[src/rtl/vx_fpu_fma_retire.sv]
// FMA retire stage: elastic result queue with lane zeroing
// and a sticky accrued-exception register feeding fcsr.fflags.
module vx_fpu_fma_retire #(
    parameter int NUM_LANES = 1,
    parameter int TAG_WIDTH = 1,
    parameter int DEPTH     = 4,
    localparam int AW = $clog2(DEPTH),
    localparam int CW = AW + 1
) (
    input  logic                    clk,
    input  logic                    reset,
    input  logic                    valid_in,
    output logic                    ready_in,
    input  logic [NUM_LANES-1:0]    mask_in,
    input  logic [TAG_WIDTH-1:0]    tag_in,
    input  logic [NUM_LANES*32-1:0] result_in,
    input  logic                    has_fflags_in,
    input  logic [4:0]              fflags_in,
    output logic                    valid_out,
    input  logic                    ready_out,
    output logic [NUM_LANES-1:0]    mask_out,
    output logic [TAG_WIDTH-1:0]    tag_out,
    output logic [NUM_LANES*32-1:0] result_out,
    output logic                    has_fflags_out,
    output logic [4:0]              fflags_out,
    input  logic                    fflags_clr,
    output logic [4:0]              fflags_acc,
    output logic [CW-1:0]           count
);

    logic [NUM_LANES-1:0]    mask_mem_q [DEPTH];
    logic [TAG_WIDTH-1:0]    tag_mem_q  [DEPTH];
    logic [NUM_LANES*32-1:0] res_mem_q  [DEPTH];
    logic                    hf_mem_q   [DEPTH];
    logic [4:0]              ff_mem_q   [DEPTH];

    logic [AW-1:0] wr_ptr_q, wr_ptr_d;
    logic [AW-1:0] rd_ptr_q, rd_ptr_d;
    logic [CW-1:0] count_q, count_d;
    logic [4:0]    acc_q, acc_d;
    logic          enq, deq;

    assign ready_in  = (count_q != CW'(DEPTH));
    assign valid_out = (count_q != '0);
    assign enq       = valid_in & ready_in;
    assign deq       = valid_out & ready_out;
    assign count     = count_q;
    assign fflags_acc = acc_q;

    assign mask_out       = mask_mem_q[rd_ptr_q];
    assign tag_out        = tag_mem_q[rd_ptr_q];
    assign has_fflags_out = hf_mem_q[rd_ptr_q];
    assign fflags_out     = hf_mem_q[rd_ptr_q] ? ff_mem_q[rd_ptr_q] : 5'b0;

    // Zeroing is applied on the read side only; storage keeps raw data.
    always_comb begin
        result_out = '0;
        for (int i = 0; i < NUM_LANES; i++) begin
            if (mask_out[i])
                result_out[i*32 +: 32] = res_mem_q[rd_ptr_q][i*32 +: 32];
        end
    end

    always_comb begin
        wr_ptr_d = enq ? wr_ptr_q + AW'(1) : wr_ptr_q;
        rd_ptr_d = deq ? rd_ptr_q + AW'(1) : rd_ptr_q;
        count_d  = count_q;
        unique case ({enq, deq})
            2'b10:   count_d = count_q + CW'(1);
            2'b01:   count_d = count_q - CW'(1);
            default: count_d = count_q;
        endcase
    end

    // Clear takes priority, then the same-cycle retire is accrued on top.
    always_comb begin
        acc_d = acc_q;
        if (fflags_clr)
            acc_d = (deq && has_fflags_out) ? fflags_out : 5'b0;
        else if (deq && has_fflags_out)
            acc_d = acc_q | fflags_out;
    end

    always_ff @(posedge clk) begin
        if (reset) begin
            wr_ptr_q <= '0;
            rd_ptr_q <= '0;
            count_q  <= '0;
            acc_q    <= '0;
        end else begin
            wr_ptr_q <= wr_ptr_d;
            rd_ptr_q <= rd_ptr_d;
            count_q  <= count_d;
            acc_q    <= acc_d;
        end
    end

    always_ff @(posedge clk) begin
        if (enq) begin
            mask_mem_q[wr_ptr_q] <= mask_in;
            tag_mem_q[wr_ptr_q]  <= tag_in;
            res_mem_q[wr_ptr_q]  <= result_in;
            hf_mem_q[wr_ptr_q]   <= has_fflags_in;
            ff_mem_q[wr_ptr_q]   <= fflags_in;
        end
    end

endmodule
[config.mk]
export PLATFORM = sky130hd
export DESIGN_NAME = vx_fpu_fma_retire
export DESIGN_NICKNAME = d
export VERILOG_FILES = /design/src/rtl/vx_fpu_fma_retire.sv
export SDC_FILE = /design/constraint.sdc
export NUM_CORES = 1
export LEC_CHECK = 0
export ABC_AREA = 1
export CAP_MARGIN = 20
export CORE_ASPECT_RATIO = 1.2
export CORE_UTILIZATION = 59
export DETAILED_ROUTE_END_ITERATION = 8
export DONT_BUFFER_PORTS = 1
export PLACE_DENSITY_LB_ADDON = 0.15
export SYNTH_ARGS = -nofsm -noshare
export SYNTH_HDL_FRONTEND = slang
export SYNTH_SLANG_ARGS = --single-unit
[constraint.sdc]
create_clock -name clk -period 5.7 [get_ports clk]
set_input_delay 1.14 -clock clk [delete_from_list [all_inputs] [get_ports clk]]
set_output_delay 1.14 -clock clk [all_outputs]
set_load 0.1 [all_outputs]
==> results by group, run 1 <==
Die
  – Die Area: between 0.01 and 0.015 sq mm
  – Chip Width: 102 um
  – Initial core utilization: between 60 and 70%
  – I/O pins: 95
  – Die H: 122 um
  – Core area: between 0.01 and 0.015 sq mm
  – Std-Cell Rows: 43

Timing
  – Final Hold Viols: 0
  – Slew @ Worst Pin: 1110 ps
  – Final setup vio count: 0
  – Worst slew margin: 25.9%
  – Layout Skew: approximately 7.2 ps
  – Fmax: 215 MHz
  – Max Slew Vio Count: 0
  – RSZ-0062 raised after global routing: false
  – Tmin final: between 4000 and 5000 ps
  – Tcrit/Tclk final: slightly above 80%
  – Final setup TNS: 0 ps

Clock network
  – CTS root buffer: clkbuf_16
  – Number of gates resized after CTS: 0
  – Hold_buf cts: 0
  – Clock sink count: 174
  – Clk slew on worst S/H paths: 70 ps
  – CTS tree: yes
  – CTS Buf Count: 17
  – Clk_lat worst skew: 420 ps
  – H-tree levels: 4
  – Post-CTS Setup Bufs: 0
  – Clock buffer depth: 2

Synthesis
  – Synth Cell Area: between 0.007 and 0.008 sq mm
  – Synth Area per Inst: 12.1 sq um
  – Sequential area share after synthesis: 72.1%
  – Synthesis-stage register bit count: roughly 170
  – Syn_nets: 632
  – Synthesized instance count: 581
  – Library cells used by synthesis: 26
  – Synth Warn #: 0

Flow run
  – Max-cap violations: 0

Final layout
  – Share of cells above drive strength 1: slightly below 10%
  – Most common cell after layout, fill and taps aside: edfxtp_1
  – Fillers: a little under 900
  – Final instance area: about 0.0077 sq mm
  – Nets: 632
  – Multi-input logic area: 0.00147 sq mm
  – Layout area overhead: 9.82%
  – Register Area: 0.00509 sq mm
  – Most frequent cells in the layout: edfxtp_1, nand2_1, nor2_1, inv_1, o21ai_0
  – Ant. Diodes: 0

Worst setup path
  – Worst-path maximum fanout: 41
  – Critical path class: reg -> out
  – Slowest stage cell, crit path: o22ai_4
  – CP arrival: around 3500 ps
  – Top Family by Delay on Critical Path: buffers and inverters
  – Critical Path Start Type: register
  – Buf/Inv on CP: 2
  – Crit-path cells: inv_2 -> o21ai_2 -> o22ai_4 -> nand2_1 -> inv_1
  – Max incr delay on CP: 810 ps
  – Crit end category: output port
  – Req. time, crit path: between 4000 and 5000 ps

Global route
  – Routing usage on met1: 26.4%
  – GR Util met2: between 30 and 40%
  – Largest net degree at the start of global routing: 81
  – Vias in the first global route: between 4000 and 5000
  – Initial antenna violation count: 0
  – Global route hottest layer: met2
  – Gr usage total: about 22%
  – GRT overflow: 0
  – M3 GR Usage: under 10%
  – First-pass GRT wire length: about 20 mm

Status
  – Result of the run: finished clean

Place
  – Port bufs: 0
  – Gp weighted congestion: between 0.6 and 0.7
  – HPWL after detailed placement: roughly 7.2 mm
  – Dpl cell area: 0.00711 sq mm

Drt
  – DR iter-0 viols: 254
  – Routed Antenna Nets: 0
  – Post-DR wirelength/cell: 17.2 um
  – WL final: 12.9 mm
  – DRC violations left: 0
  – Via count: ~4200
  – DRT Pass-1 Iters: 4
  – Post-DR vias/cell: between 5 and 6

Min path
  – HP Class: reg -> reg
## cell usage after synthesis
| library cell | count | area (sq um) |
|---|---|---|
| a21boi_2 | 1 | 11.3 |
| a21oi_1 | 12 | 60.1 |
| buf_2 | 5 | 25.0 |
| buf_4 | 3 | 22.5 |
| buf_6 | 13 | 146 |
| buf_8 | 1 | 15.0 |
| clkbuf_1 | 4 | 15.0 |
| clkbuf_2 | 2 | 10.0 |
| clkbuf_4 | 1 | 7.51 |
| dfxtp_1 | 14 | 280 |
| edfxtp_1 | 160 | 4800 |
| fa_1 | 1 | 20.0 |
| ha_1 | 5 | 62.6 |
| inv_1 | 72 | 270 |
| inv_2 | 4 | 15.0 |
| inv_8 | 1 | 11.3 |
| nand2_1 | 78 | 293 |
| nand2_2 | 1 | 6.26 |
| nand3_1 | 17 | 85.1 |
| nor2_1 | 77 | 289 |
| nor2_2 | 1 | 6.26 |
| o21ai_0 | 50 | 250 |
| o21ai_1 | 23 | 115 |
| o21ai_2 | 1 | 8.76 |
| o22ai_1 | 33 | 206 |
| o22ai_4 | 1 | 20.0 |
## layout make-up
cell class,count,share of cell area (%)
Timing Repair Buffer,10,1.28
Clock buffer,17,5.49
Tap cell,157,2.53
Inverter,77,3.83
Clock inverter,15,2.26
Sequential cell,174,65.6
Multi-Input combinational cell,301,19.0
## worst paths after layout
path	start	to	slack, ps	cells after the start
max	register	result_out[1]	1050	5
min	rd_ptr_q[0]	rd_ptr_q[0]	500	1
max reg2reg	count[2]	count[2]	2130	9
min reg2reg	rd_ptr_q[0]	rd_ptr_q[0]	500	1
## registers in the layout, indices dropped and copies added (netlist names), named ones only
| signal | count |
|---|---|
| count | 3 |
| ff_mem_q | 20 |
| fflags_acc | 5 |
| hf_mem_q | 4 |
| mask_mem_q | 4 |
| rd_ptr_q | 2 |
| res_mem_q | 128 |
| tag_mem_q | 4 |
| wr_ptr_q | 2 |
## worst reg2reg max path, delay by kind of cell, from the launching register on
| kind | cells | cell delay, ps |
|---|---|---|
| flops | 1 | 980 |
| fa+ha+maj | 2 | 590 |
| simple gates | 4 | 1570 |
| buf+inv | 1 | 70 |
| compound gates | 2 | 260 |
## metrics by stage
step | instances | utilization, % | setup WS (ps) | hold WS, ps
floorplan | 581 | - | 1380 | 444
global placement | 717 | 61.2 | 1500 | 459
detailed placement | 717 | 61.2 | 1470 | 464
CTS | 749 | 66.4 | 1010 | 499
global route | 751 | 66.7 | 857 | 541
finish | 751 | 66.7 | 1050 | 502
## cells by family (layout without fill, tap and decap cells)
family,after synthesis,count (layout),share of synthesized area (%)
AOI/OAI and AO/OA,121,121,9.52
and+or+nand+nor,174,174,9.63
buffers and inverters,106,119,7.62
DFF,174,174,72.1
adders and majority gates,6,6,1.17
## per-layer routing
metal  wire [um]  vias to the layer above
met1        5150                     2011
met3         997                       17
li1            -                     1997
met5           0                        -
met4         162                        0
met2        6590                      158
Power of run 1 is left out: the tool's default activity adds up to more than one toggle a clock period on the data nets, which glitch-free logic cannot reach.
==> run 2: changes to the inputs <==
Clock period 5.7 ns to 4.5 ns, I/O delays scaled along.
==> run 2 against run 1 <==
Effect of this change:
- clock skew is 4.0 ps higher
- hold slack got worse by 18 ps
- routed wire length increased by 4.8%
- global-route usage grew 1.2 points
- utilization up 1.9 points
- non-clock buffer count up 39
- register-to-register slack lost 70 ps
- critical endpoint unchanged
==> results by group, run 2 (synthesis gave the netlist of run 1 again) <==
Timing
  – Final setup vio count: 0
  – Final Hold Viols: 0
  – Final setup TNS: 0 ps
  – RSZ-0062 raised after global routing: false
  – Tcrit/Tclk final: 81.9%
  – Tmin final: 3690 ps
  – Max Slew Vio Count: 0
  – Slew @ Worst Pin: 1020 ps
  – Layout Skew: 11.2 ps
  – Fmax: 271 MHz
  – Post-route setup slack: 815 ps
  – Worst slew margin: 32.0%

Place
  – Placed Cells: 758
  – Gp weighted congestion: 0.749
  – Dpl ws: 1220 ps
  – Port bufs: 0
  – HPWL after detailed placement: ~7.3 mm

Global route
  – GRT overflow: 0
  – Initial antenna violation count: 0
  – First-pass GRT wire length: 20.8 mm
  – Vias in the first global route: around 4200
  – Gr usage total: 23.3%
  – Largest net degree at the start of global routing: 81

Die
  – Die H: approximately 120 um
  – Die Area: 0.0124 sq mm
  – Core area: 0.0116 sq mm
  – I/O pins: 95
  – Initial core utilization: between 60 and 70%
  – Std-Cell Rows: 43
  – Chip Width: 102 um

Clock network
  – Clk slew on worst S/H paths: 60 ps
  – H-tree levels: 4
  – Clock sink count: 174
  – Post-CTS Setup Bufs: 0
  – Clk_lat worst skew: 420 ps
  – CTS Buf Count: 17
  – Number of gates resized after CTS: 0
  – CTS root buffer: clkbuf_16
  – Hold_buf cts: 0
  – CTS tree: yes
  – Clock buffer depth: 2

Final layout
  – Nets: 671
  – Max reg flops: 128
  – Fillers: 843
  – Fin cells: 790
  – Ant. Diodes: 0
  – Most frequent cells in the layout: edfxtp_1, nand2_1, nor2_1, inv_1, o21ai_0
  – Most common cell after layout, fill and taps aside: edfxtp_1
  – Layout area overhead: 13.0%
  – Share of cells above drive strength 1: 14.4%
  – Top reg by flops: res_mem_q

Flow run
  – Max-cap violations: 0

Worst setup path
  – Critical Path Start Type: register
  – R2R Path End: count[2]
  – CP arrival: 2790 ps
  – R2R depth: 12
  – R2r startpoint: count[2]
  – Worst-path maximum fanout: 80
  – Req. time, crit path: 3600 ps
  – Reg2reg setup slack: between 2000 and 2500 ps
  – Critical path class: reg -> out
  – Crit end category: output port

Drt
  – Post-DR vias/cell: between 5 and 6
  – Routed Antenna Nets: 0
  – Post-DR wirelength/cell: between 15 and 20 um
  – DR iter-0 viols: 352
  – DRT Pass-1 Iters: 5
  – WL final: roughly 14 mm
  – Via count: 4334
  – DRC violations left: 0

Min path
  – Min-Delay Endpoint: rd_ptr_q[0]
  – HP Class: reg -> reg
  – Worst Hold Launch: rd_ptr_q[0]
  – Worst Hold Depth: 1

Status
  – Result of the run: finished clean
-- run 2: changes by cell type in the layout (fill, tap and decap cells not counted), sizes merged --
cell    before  now
clkbuf      17   25
buf         10   49
inv         85   77
-- run 2: layer usage --
metal / vias up / part of all wire, % / global-route usage, %
met1: 2095 / 40 / 26.8
met3: 25 / 6.8 / 7.46
met5: - / 0 / 0
met4: 0 / 2.5 / 11.9
met2: 140 / 51 / 39.0
li1: 2074 / - / -
-- run 2: worst max path at each step --
| stage | startpoint | endpoint | slack, ps |
|---|---|---|---|
| finish | register | result_out[1] | 810 |
| CTS | register | result_out[1] | 740 |
| detailed placement | register | result_out[4] | 1220 |
| floorplan | count[1] | ff_mem_q[0][0] | 180 |
| global placement | register | result_out[8] | 1260 |
| global route | register | result_out[3] | 560 |
-- run 2: stage by stage --
stage	area (sq um)	util (%)	hold slack (ps)
2_1_floorplan	7060	-	444
5_1_grt	7980	68.6	506
6_report	7980	68.6	484
3_5_place_dp	7420	63.8	472
3_3_place_gp	7420	63.8	458
4_1_cts	7980	68.6	483
-- run 2: critical path: stages, from the launching register on --
cell and delay (ps):
dfxtp_2 480, inv_8 410, nor2_2 100, o22ai_4 790
nand2_1 180, inv_1 100, buf_4 290
-- run 2: layout make-up --
cell class | instances | area (sq um) | share of cell area, %
tap | 157 | 196 | 2.46
multi-input combinational | 301 | 1470 | 18.4
sequential | 174 | 5090 | 63.8
clock buffer | 25 | 465 | 5.84
timing repair buffer | 49 | 368 | 4.61
clock inverter | 7 | 92.6 | 1.16
inverter | 77 | 297 | 3.72
Power of run 2 is left out for the same reason.
==> run 3: changes to the inputs <==
Clock period 4.5 ns to 3.7 ns, I/O delays scaled along.
==> run 3 against run 2 <==
Effect of this change:
- setup slack lost 390 ps
- sequential share of layout area shrank 3.3 points
- clock skew shrank 3.9 ps
- hold slack lost 100 ps
- cell count grew 0.38%
- critical path depth grew 1
- via count grew 0.76%
- global-route usage grew 0.13 points
- register-to-register slack lost 670 ps
- routed wire length grew 1.6%
- clock-buffer cell count shrank 8
==> results by group, run 3 (synthesis gave the netlist of run 1 again) <==
Place
  – Port bufs: 0
  – HPWL after detailed placement: ~7.8 mm
  – Gp weighted congestion: 0.739

Clock network
  – H-tree levels: 4
  – Clock buffer depth: 2
  – CTS tree: yes
  – CTS Buf Count: 17
  – Clk slew on worst S/H paths: 70 ps
  – Hold_buf cts: 0
  – Post-CTS Setup Bufs: 0
  – Clk_lat worst skew: 420 ps
  – Number of gates resized after CTS: 0
  – CTS root buffer: clkbuf_16
  – Clock sink count: 174

Timing
  – Final Hold Viols: 0
  – Tmin final: roughly 3300 ps
  – Final setup vio count: 0
  – Worst slew margin: between 30% and 40%
  – Tcrit/Tclk final: 88.4%
  – Max Slew Vio Count: 0
  – Layout Skew: 7.28 ps
  – Slew @ Worst Pin: 972 ps
  – RSZ-0062 raised after global routing: false
  – Fmax: around 310 MHz

Worst setup path
  – CP arrival: 2530 ps
  – Critical path class: reg -> out
  – Req. time, crit path: 2960 ps
  – Crit-path cells: buf_4 -> o21ai_1 -> o22ai_4 -> buf_4 -> nand2_1 -> inv_1 -> buf_12
  – Worst-path maximum fanout: 41
  – Max incr delay on CP: 400 ps
  – Reg2reg setup slack: 1390 ps
  – Critical Path Most Common Cell: buf_4
  – Critical Path Start Type: register
  – Crit end category: output port
  – Slowest stage cell, crit path: buf_4

Final layout
  – Max reg flops: 128
  – Multi-input logic area: 0.00147 sq mm
  – Ant. Diodes: 0
  – Most common cell after layout, fill and taps aside: edfxtp_1
  – Share of cells above drive strength 1: 15.4%
  – Register Area: ~0.005 sq mm
  – Most frequent cells in the layout: edfxtp_1, nand2_1, nor2_1, inv_1, o21ai_0
  – Top reg by flops: res_mem_q
  – Nets: 674
  – Final core utilization: 72.4%
  – Layout area overhead: 19.3%
  – Fillers: 774

Drt
  – Routed Antenna Nets: 0
  – Via count: roughly 4400
  – Post-DR vias/cell: 5.51
  – DRC violations left: 0
  – Post-DR wirelength/cell: 17.3 um
  – DR iter-0 viols: 294
  – DRT Pass-1 Iters: 5
  – WL final: 13.7 mm

Min path
  – HP Class: in -> reg

Die
  – I/O pins: 95
  – Core area: 0.0116 sq mm
  – Initial core utilization: 60.7%
  – Die Area: 0.0124 sq mm
  – Chip Width: 102 um
  – Std-Cell Rows: 43
  – Die H: 122 um

Global route
  – Largest net degree at the start of global routing: 81
  – Gr usage total: 23.5%
  – Initial antenna violation count: 1
  – GRT overflow: 0
  – First-pass GRT wire length: 21.1 mm
  – Vias in the first global route: roughly 4300

Flow run
  – Max-cap violations: 0

Status
  – Result of the run: finished clean
## run 3: layout make-up
class                   instances  share of cell area (%)
multi-input cells             301                    17.5
clock inverters                15                    1.47
clock buffers                  17                    5.06
repair buffers                 52                    9.69
inverters                      77                    3.52
well taps                     157                    2.33
flip-flops and latches        174                    60.5
## run 3: critical path: cells and delay by family, from the launching register on
kind	cells	cell delay [ps]
flip-flops	1	380
buffers and inverters	4	1110
AND/OR/NAND/NOR	1	100
AO/OA/AOI/OAI	2	510
## run 3: layer usage
metal  vias to the layer above  part of all wire [%]  global-route usage [%]
li1                       2077                     -                       -
met1                      2099                    39                    27.6
met2                       168                    51                    38.9
met3                        23                   8.7                    8.72
met4                         0                   2.1                    9.38
met5                         -                     0                       0
## run 3: through the flow
stage	hold slack (ps)	area, sq um	setup WS, ps	cells	TNS (ps)
floorplan	444	7060	-617	581	-98720
global placement	457	7870	937	761	0
detailed placement	478	7870	842	761	0
CTS	370	8420	403	793	0
global route	363	8420	244	793	0
finish	380	8420	429	793	0
## run 3: worst paths after layout
path,startpoint,depth (start not counted),end
max,register,7,result_out[22]
min,reset,1,fflags_acc[3]
max reg2reg,count[2],10,count[2]
min reg2reg,rd_ptr_q[0],1,rd_ptr_q[0]
Power of run 3 is left out for the same reason.
